--- src/rtl/queue_arbiter.sv ---
// queue_arbiter: round-robin burst arbiter sharing one queue write port among NumPorts producers.
//   clk      : clock, rising edge
//   rst      : asynchronous active-low reset
//   srcACK   : per-producer word valid
//   srcDIN   : producer data, port i at [i*BitWidth +: BitWidth]
//   srcREQ   : per-producer word accepted (owner only, mirrors qREQ)
//   qREQ     : queue has space
//   qACK     : word valid to queue
//   qDIN     : word to queue
//   GrantIdx : current owner index (0 when idle)
//   Busy     : an owner is granted
module queue_arbiter #(
    parameter int BitWidth = 32,
    parameter int NumPorts = 4,
    parameter int MaxBurst = 4,
    localparam int IW = (NumPorts > 1) ? $clog2(NumPorts) : 1,
    localparam int CW = $clog2(MaxBurst + 1)
) (
    input  logic                         clk,
    input  logic                         rst,
    input  logic [NumPorts-1:0]          srcACK,
    input  logic [NumPorts*BitWidth-1:0] srcDIN,
    output logic [NumPorts-1:0]          srcREQ,
    input  logic                         qREQ,
    output logic                         qACK,
    output logic [BitWidth-1:0]          qDIN,
    output logic [IW-1:0]                GrantIdx,
    output logic                         Busy
);
    typedef enum logic {IDLE, GRANT} state_t;

    state_t              state;
    logic [IW-1:0]       owner;
    logic [IW-1:0]       last_idx;
    logic [CW-1:0]       burst_cnt;
    logic [IW-1:0]       base;
    logic [IW-1:0]       pick;
    logic [IW:0]         sum;
    logic [2*NumPorts-1:0] sh;
    logic [NumPorts-1:0] rot;
    logic                found;
    logic                own_ack;
    logic                xfer;
    logic                rel;

    // Rotate requests so bit 0 is the port after base; the lowest set bit wins.
    // base itself lands at the top bit, making it the final candidate. When the
    // owner releases by dropping ACK it is excluded naturally since its bit is 0.
    always_comb begin
        base  = (state == GRANT) ? owner : last_idx;
        sh    = {srcACK, srcACK} >> ({1'b0, base} + (IW+1)'(1));
        rot   = sh[NumPorts-1:0];
        found = 1'b0;
        sum   = '0;
        for (int j = NumPorts - 1; j >= 0; j--) begin
            if (rot[j]) begin
                found = 1'b1;
                sum   = {1'b0, base} + (IW+1)'(j + 1);
            end
        end
        pick = (sum >= (IW+1)'(NumPorts)) ? IW'(sum - (IW+1)'(NumPorts)) : IW'(sum);
    end

    always_comb begin
        srcREQ = '0;
        qACK   = 1'b0;
        qDIN   = '0;
        for (int i = 0; i < NumPorts; i++) begin
            if (state == GRANT && owner == IW'(i)) begin
                srcREQ[i] = qREQ;
                qACK      = srcACK[i];
                qDIN      = srcDIN[i*BitWidth +: BitWidth];
            end
        end
    end

    assign own_ack  = srcACK[owner];
    assign xfer     = (state == GRANT) && qREQ && own_ack;
    assign rel      = !own_ack || (xfer && burst_cnt == CW'(MaxBurst - 1));
    assign Busy     = (state == GRANT);
    assign GrantIdx = (state == GRANT) ? owner : '0;

    always_ff @(posedge clk or negedge rst) begin
        if (!rst) begin
            state     <= IDLE;
            owner     <= '0;
            last_idx  <= IW'(NumPorts - 1);
            burst_cnt <= '0;
        end else if (state == IDLE) begin
            if (found) begin
                state     <= GRANT;
                owner     <= pick;
                last_idx  <= pick;
                burst_cnt <= '0;
            end
        end else if (rel) begin
            if (found) begin
                owner     <= pick;
                last_idx  <= pick;
                burst_cnt <= '0;
            end else begin
                state <= IDLE;
            end
        end else if (xfer) begin
            burst_cnt <= burst_cnt + CW'(1);
        end
    end
endmodule

--- config.mk ---
export PLATFORM = sky130hd
export DESIGN_NAME = queue_arbiter
export DESIGN_NICKNAME = d
export VERILOG_FILES = /design/src/rtl/queue_arbiter.sv
export SDC_FILE = /design/constraint.sdc
export NUM_CORES = 1
export LEC_CHECK = 0
export ABC_AREA = 1
export CAP_MARGIN = 5
export CORE_AREA = 2 2 81 83
export CTS_CLUSTER_DIAMETER = 50
export DETAILED_ROUTE_END_ITERATION = 6
export DIE_AREA = 0 0 83 85
export PLACE_DENSITY = 0.85
export SLEW_MARGIN = 20
export SYNTH_ARGS = -nofsm -noshare
export SYNTH_HDL_FRONTEND = slang
export SYNTH_SLANG_ARGS = --single-unit
--- constraint.sdc ---
create_clock -name clk -period 1.6 [get_ports clk]
set_input_delay 0.32 -clock clk [delete_from_list [all_inputs] [get_ports clk]]
set_output_delay 0.32 -clock clk [all_outputs]
set_load 0.01 [all_outputs]
-- Yosys cells after proc, flatten, opt, wreduce, memory -nomap -nowiden
Index checks and enable logic that the tools add are counted.
- register bits: 8
- logic and storage cells: 67
- magnitude comparators: 2
- add/subtract/negate cells: 6
- mux-type cells: 38
- equal/unequal tests: 6
- shift operators: 1
- reduce and logical (&&, ||, !) cells: 10
- operators with widths (operator ; number):
    two-way mux 32 bit ; 4
    two-way mux 3 bit ; 8
    two-way mux 2 bit ; 9
    two-way mux 1 bit ; 16
    >> shifter 8 x 3 -> 4 bit ; 1
    logical AND 1 bit ; 7
    adder 2 x 2 -> 3 bit, second input constant ; 2
    == test 2 bit, second input constant ; 2
    adder 2 x 1 -> 3 bit, second input constant ; 1
    adder 2 x 3 -> 3 bit, second input constant ; 1
    adder 3 x 1 -> 3 bit, second input constant ; 1
    == test 3 x 2 -> 1 bit, second input constant ; 1
    greater-or-equal comparator 3 bit, second input constant ; 1
    less-than comparator 2 x 3 -> 1 bit, second input constant ; 1
    != test 3 x 1 -> 1 bit, second input constant ; 1
    binary-select mux 1 bit (select 2 bit) ; 1
    == test 2 x 1 -> 1 bit, second input constant ; 1
    zero test 2 bit ; 1
    != test 2 x 1 -> 1 bit, second input constant ; 1
    subtractor 2 x 1 -> 2 bit, second input constant ; 1
    zero test 1 bit ; 1
    logical OR 1 bit ; 1

-- Longest topological paths before layout
- word-level depth: 12
- mapped depth: 12
- mapped depth without buffers: 12

-- Least setup slack after synthesis
OpenSTA, ideal clock, no wires.
- kind: flip-flop to output port
- from: register state, in the netlist Busy
- to: output port qDIN[30]
- required time: 1280 ps
- buffers on the path: 1
- data arrival time: 1405 ps
- path slack: -125 ps
- cell stages (with the launch flop): 6
- cells stage by stage: dfrtp_1 > nand2_2 > nor2_1 > clkbuf_1 > a22oi_1 > o221ai_1
- cells in the longest elaborated chain, start to end: 5
- elaborated cells between the ends (all ways): 8
- RTL lines (item ; RTL line ; RTL):
    start: declaration ; 32 ; state_t state;
    start signal: assignment ; 85 ; state <= IDLE;
    start signal: assignment ; 91 ; state <= GRANT;
    start signal: assignment ; 102 ; state <= IDLE;
    logical AND 1 bit ; 69 ; if (state == GRANT && owner == IW'(i)) begin
    two-way mux 32 bit (3 in a row) ; 69 ;
    two-way mux 32 bit (*) ; 69 ;
    end: declaration ; 26 ; output logic [BitWidth-1:0] qDIN,
Every way passes the cells marked *; elsewhere a longest branch is shown, timed or not.

-- Worst setup path in the final report
- from: register state, in the netlist Busy
- to: output port qDIN[0]
The elaborated chain is that of the path after synthesis.

==> results <==
## synth_stat cells, drive strengths merged
library cell | n | area share (%)
inv | 84 | 21
nand2 | 47 | 13
a221o | 31 | 21
o22ai | 31 | 13
clkbuf | 12 | 3.0
nor2 | 12 | 3.0
nand3 | 11 | 4.0
dfrtp | 6 | 10
nor3 | 4 | 1.3
o21ai | 4 | 1.6
dfstp | 2 | 3.5
ha | 2 | 1.7
o21a | 2 | 1.0
a21boi | 1 | 0.50
a21oi | 1 | 0.33
a22oi | 1 | 0.50
buf | 1 | 0.33
o211ai | 1 | 0.50
o221ai | 1 | 0.58
xnor2 | 1 | 0.58
## metrics by stage
step / setup TNS (ns) / setup WS [ns] / power [mW] / instance area [sq um]
floorplan: 0 / 0.00940 / 3.37 / 1520
global placement: -16.32 / -0.510 / 6.17 / 3560
detailed placement: -17.48 / -0.515 / 6.27 / 3560
CTS: -13.54 / -0.462 / 7.36 / 3920
global route: -15.72 / -0.500 / 8.61 / 4060
finish: -13.29 / -0.449 / 8.11 / 4060
## state kept, by name (all words and copies together), names as in the netlist
name and cells:
burst_cnt 3, Busy 1, owner 2, last_idx 2
## placed cells by master (no fill, tap or decap), types with 3 or more instances in the layout
cell | netlist | final
a221o_1 | 31 | 31
buf_12 | 0 | 6
buf_2 | 1 | 26
buf_4 | 0 | 23
buf_6 | 0 | 14
clkbuf_2 | 0 | 12
clkbuf_8 | 0 | 3
clkdlybuf4s50_1 | 0 | 133
dfrtp_1 | 6 | 4
inv_1 | 81 | 77
inv_2 | 3 | 5
nand2_1 | 42 | 21
nand2_2 | 4 | 14
nand2_4 | 1 | 9
nand2_8 | 0 | 3
nand3_1 | 10 | 3
nand3_2 | 1 | 3
nand3_4 | 0 | 5
nor2_1 | 12 | 5
nor2_4 | 0 | 6
o21ai_1 | 0 | 3
o22ai_1 | 31 | 20
o22ai_2 | 0 | 9
## power groups by stage
stage               sequential [mW]  clock, mW  combinational, mW
floorplan                     0.384          0               2.98
global placement              0.387          0               5.79
detailed placement            0.393          0               5.88
CTS                           0.428      0.281               6.66
global route                  0.460      0.290               7.86
finish                        0.452      0.277               7.38
## cell families (layout without fill, tap and decap cells)
kind of cell | after synthesis | count (layout) | synth area share [%]
and+or+nand+nor | 74 | 74 | 21.3
buffers and inverters | 97 | 308 | 24.4
xor gates and xnor gates | 1 | 1 | 0.584
adders and majority gates | 2 | 2 | 1.67
DFF | 8 | 8 | 13.5
AOI/OAI and AO/OA | 73 | 73 | 38.6
## timing repair
| action | 4_1_cts | 5_1_grt |
|---|---|---|
| cloned | 1 | 3 |
| resized for setup | 181 | 83 |
| pin swaps | 17 | 13 |
| endpoints found under the setup margin | 47 | 46 |
| setup buffers | 12 | 7 |
## worst min-delay path by stage
| stage | start | to | slack [ns] | depth (start not counted) |
|---|---|---|---|---|
| detailed placement | last_idx[1] | last_idx[1] | 0.47 | 2 |
| global placement | last_idx[1] | last_idx[1] | 0.46 | 2 |
| CTS | rst | burst_cnt[0] | 0.37 | 1 |
| global route | rst | burst_cnt[0] | 0.40 | 1 |
| floorplan | rst | Busy | 0.02 | 0 |
| finish | rst | burst_cnt[0] | 0.36 | 1 |
## cell type report
type                       instances  area (sq um)
clock buffer                       4          45.0
fill                             508          2140
inverter                          84           323
multi-input combinational        150          1320
sequential                         8           205
tap                               77          96.3
timing repair buffer             220          2070
## layer usage
| layer | GRT usage [%] | vias to the layer above | wire (microns) |
|---|---|---|---|
| met2 | 41.9 | 121 | 4630 |
| met3 | 4.38 | 13 | 549 |
| met1 | 23.7 | 1241 | 3330 |
| li1 | - | 1286 | - |
| met4 | 3.87 | 0 | 143 |
| met5 | 0 | - | 0 |
==> flow_summary_export.csv <==
group,metric,value,unit
outcome,outcome,"finished, violations left",
outcome,violations,"negative setup slack",
power,p_comb_share,91.0,%
detailed_routing,vias,2661,
global_routing,grt_pass1_wl,12.5,mm
power,pwr-share-seq,5.6,%
timing,worst_pin_slew,0.389,ns
synth,synth_cells,255,
synth,synth-seq-cells,8,
timing,period_needed,2.05,ns
synth,yosysSeqAreaShare,13.5,%
detailed_routing,routed_wl,8.65,mm
power,switching_share,49.2,%
power,powerDensity,2000,mW/mm^2
detailed_routing,drt_first_pass_iters,4,
worst_setup_path,crit_type,"reg2out",
timing,maxSlewViolCount,0,
place,io_buffers,174,
layout,area_growth,171,%
global_routing,first_global_vias,2714,
timing,relSlewSlack,74.0,%
worst_setup_path,r2r_cells,12,
clocking,cts_tree,"done",
place,dpl.cell_count,520,
detailed_routing,routedWlPerCell,15.9,microns
layout,antenna_cells,0,
layout,finalNetCount,604,
power,p_leak,2.02,nW
clocking,clock_latency,0.24,ns
detailed_routing,drc,0,
worst_setup_path,cp_num_cells,7,
worst_setup_path,reg2reg_to,"owner[1]",
floorplanning,fp-row-count,29,
place,dp_hpwl,5.99,mm
power,p_clk_share,3.4,%
global_routing,track_usage,21.3,%
min_path,min_path_type,"in2async",
global_routing,grt_max_degree,21,
layout,final_cells,543,
worst_setup_path,cp_data_arrival_time,1.73,ns
floorplanning,start_util,24.2,%
detailed_routing,first_iter_violations,62,
clocking,cts_buffers,3,
floorplanning,dieHeight,85,microns
synth,synth_area,0.00150,sq mm
worst_setup_path,endpoint,"qDIN[0]",
timing,period_share,128,%
worst_setup_path,cpMaxStageDelayCell,"dfrtp_2",
clocking,cts.sinks,8,
power,internal_power,4.12,mW
timing,finalHoldViolCount,0,
worst_setup_path,cp_common_cell,"buf_6",
floorplanning,io_pins,175,
worst_setup_path,r2r_slack,-0.24,ns
timing,rsz0062_at_grt,"yes",
global_routing,grt_overflow,0,
floorplanning,die_area,0.00706,sq mm
timing,hold-worst-slack,0.364,ns
synth,synth.net_count,392,
layout,fin_util,65.4,%
power,p_sw,3.99,mW
clocking,path_clk_slew,0.05,ns
worst_setup_path,critPathRequiredTime,1.28,ns
synth,avgSynthCellArea,5.88,sq um
clocking,ctsRootBufferMaster,"clkbuf_8",
floorplanning,core_area,0.00620,sq mm
worst_setup_path,cp-start-kind,"flip-flop",
timing,finClkSkew,0.00583,ns
worst_setup_path,cp_num_buf_inv,4,
synth,synth_cell_types,25,
detailed_routing,ant_nets,0,
layout,drive_above_1_share,33.9,%
worst_setup_path,critPathTopFamily,"buffers and inverters",
worst_setup_path,critical_path.max_stage_delay,0.46,ns
worst_setup_path,crit_path_end_kind,"primary output",
global_routing,antenna_found_initial,0,
place,place.gp.congestion,0.826,
clocking,clockBufferDepth,2,
worst_setup_path,path_max_fanout,8,
worst_setup_path,critPathLaunch,"Busy",
clocking,htreeDepth,1,
clocking,cts_hold_buf,0,
synth,ys.warnings.count,0,
floorplanning,die_w,83,microns
timing,setup_viol,44,
power,ir_worst_vdd,1420,uV
timing,max_freq,0.488,GHz
timing,finalWorstSetupSlack,-0.449,ns
flow_run,maxCapViolations,0,
worst_setup_path,regToRegStartpoint,"Busy",
worst_setup_path,worstPathCellList,"buf_6, nand3_4, buf_12, buf_6, o22ai_4, a221o_1, buf_2",
detailed_routing,drt-vias-per-instance,4.90,
Note: power is estimated with default switching activity, not from simulation.
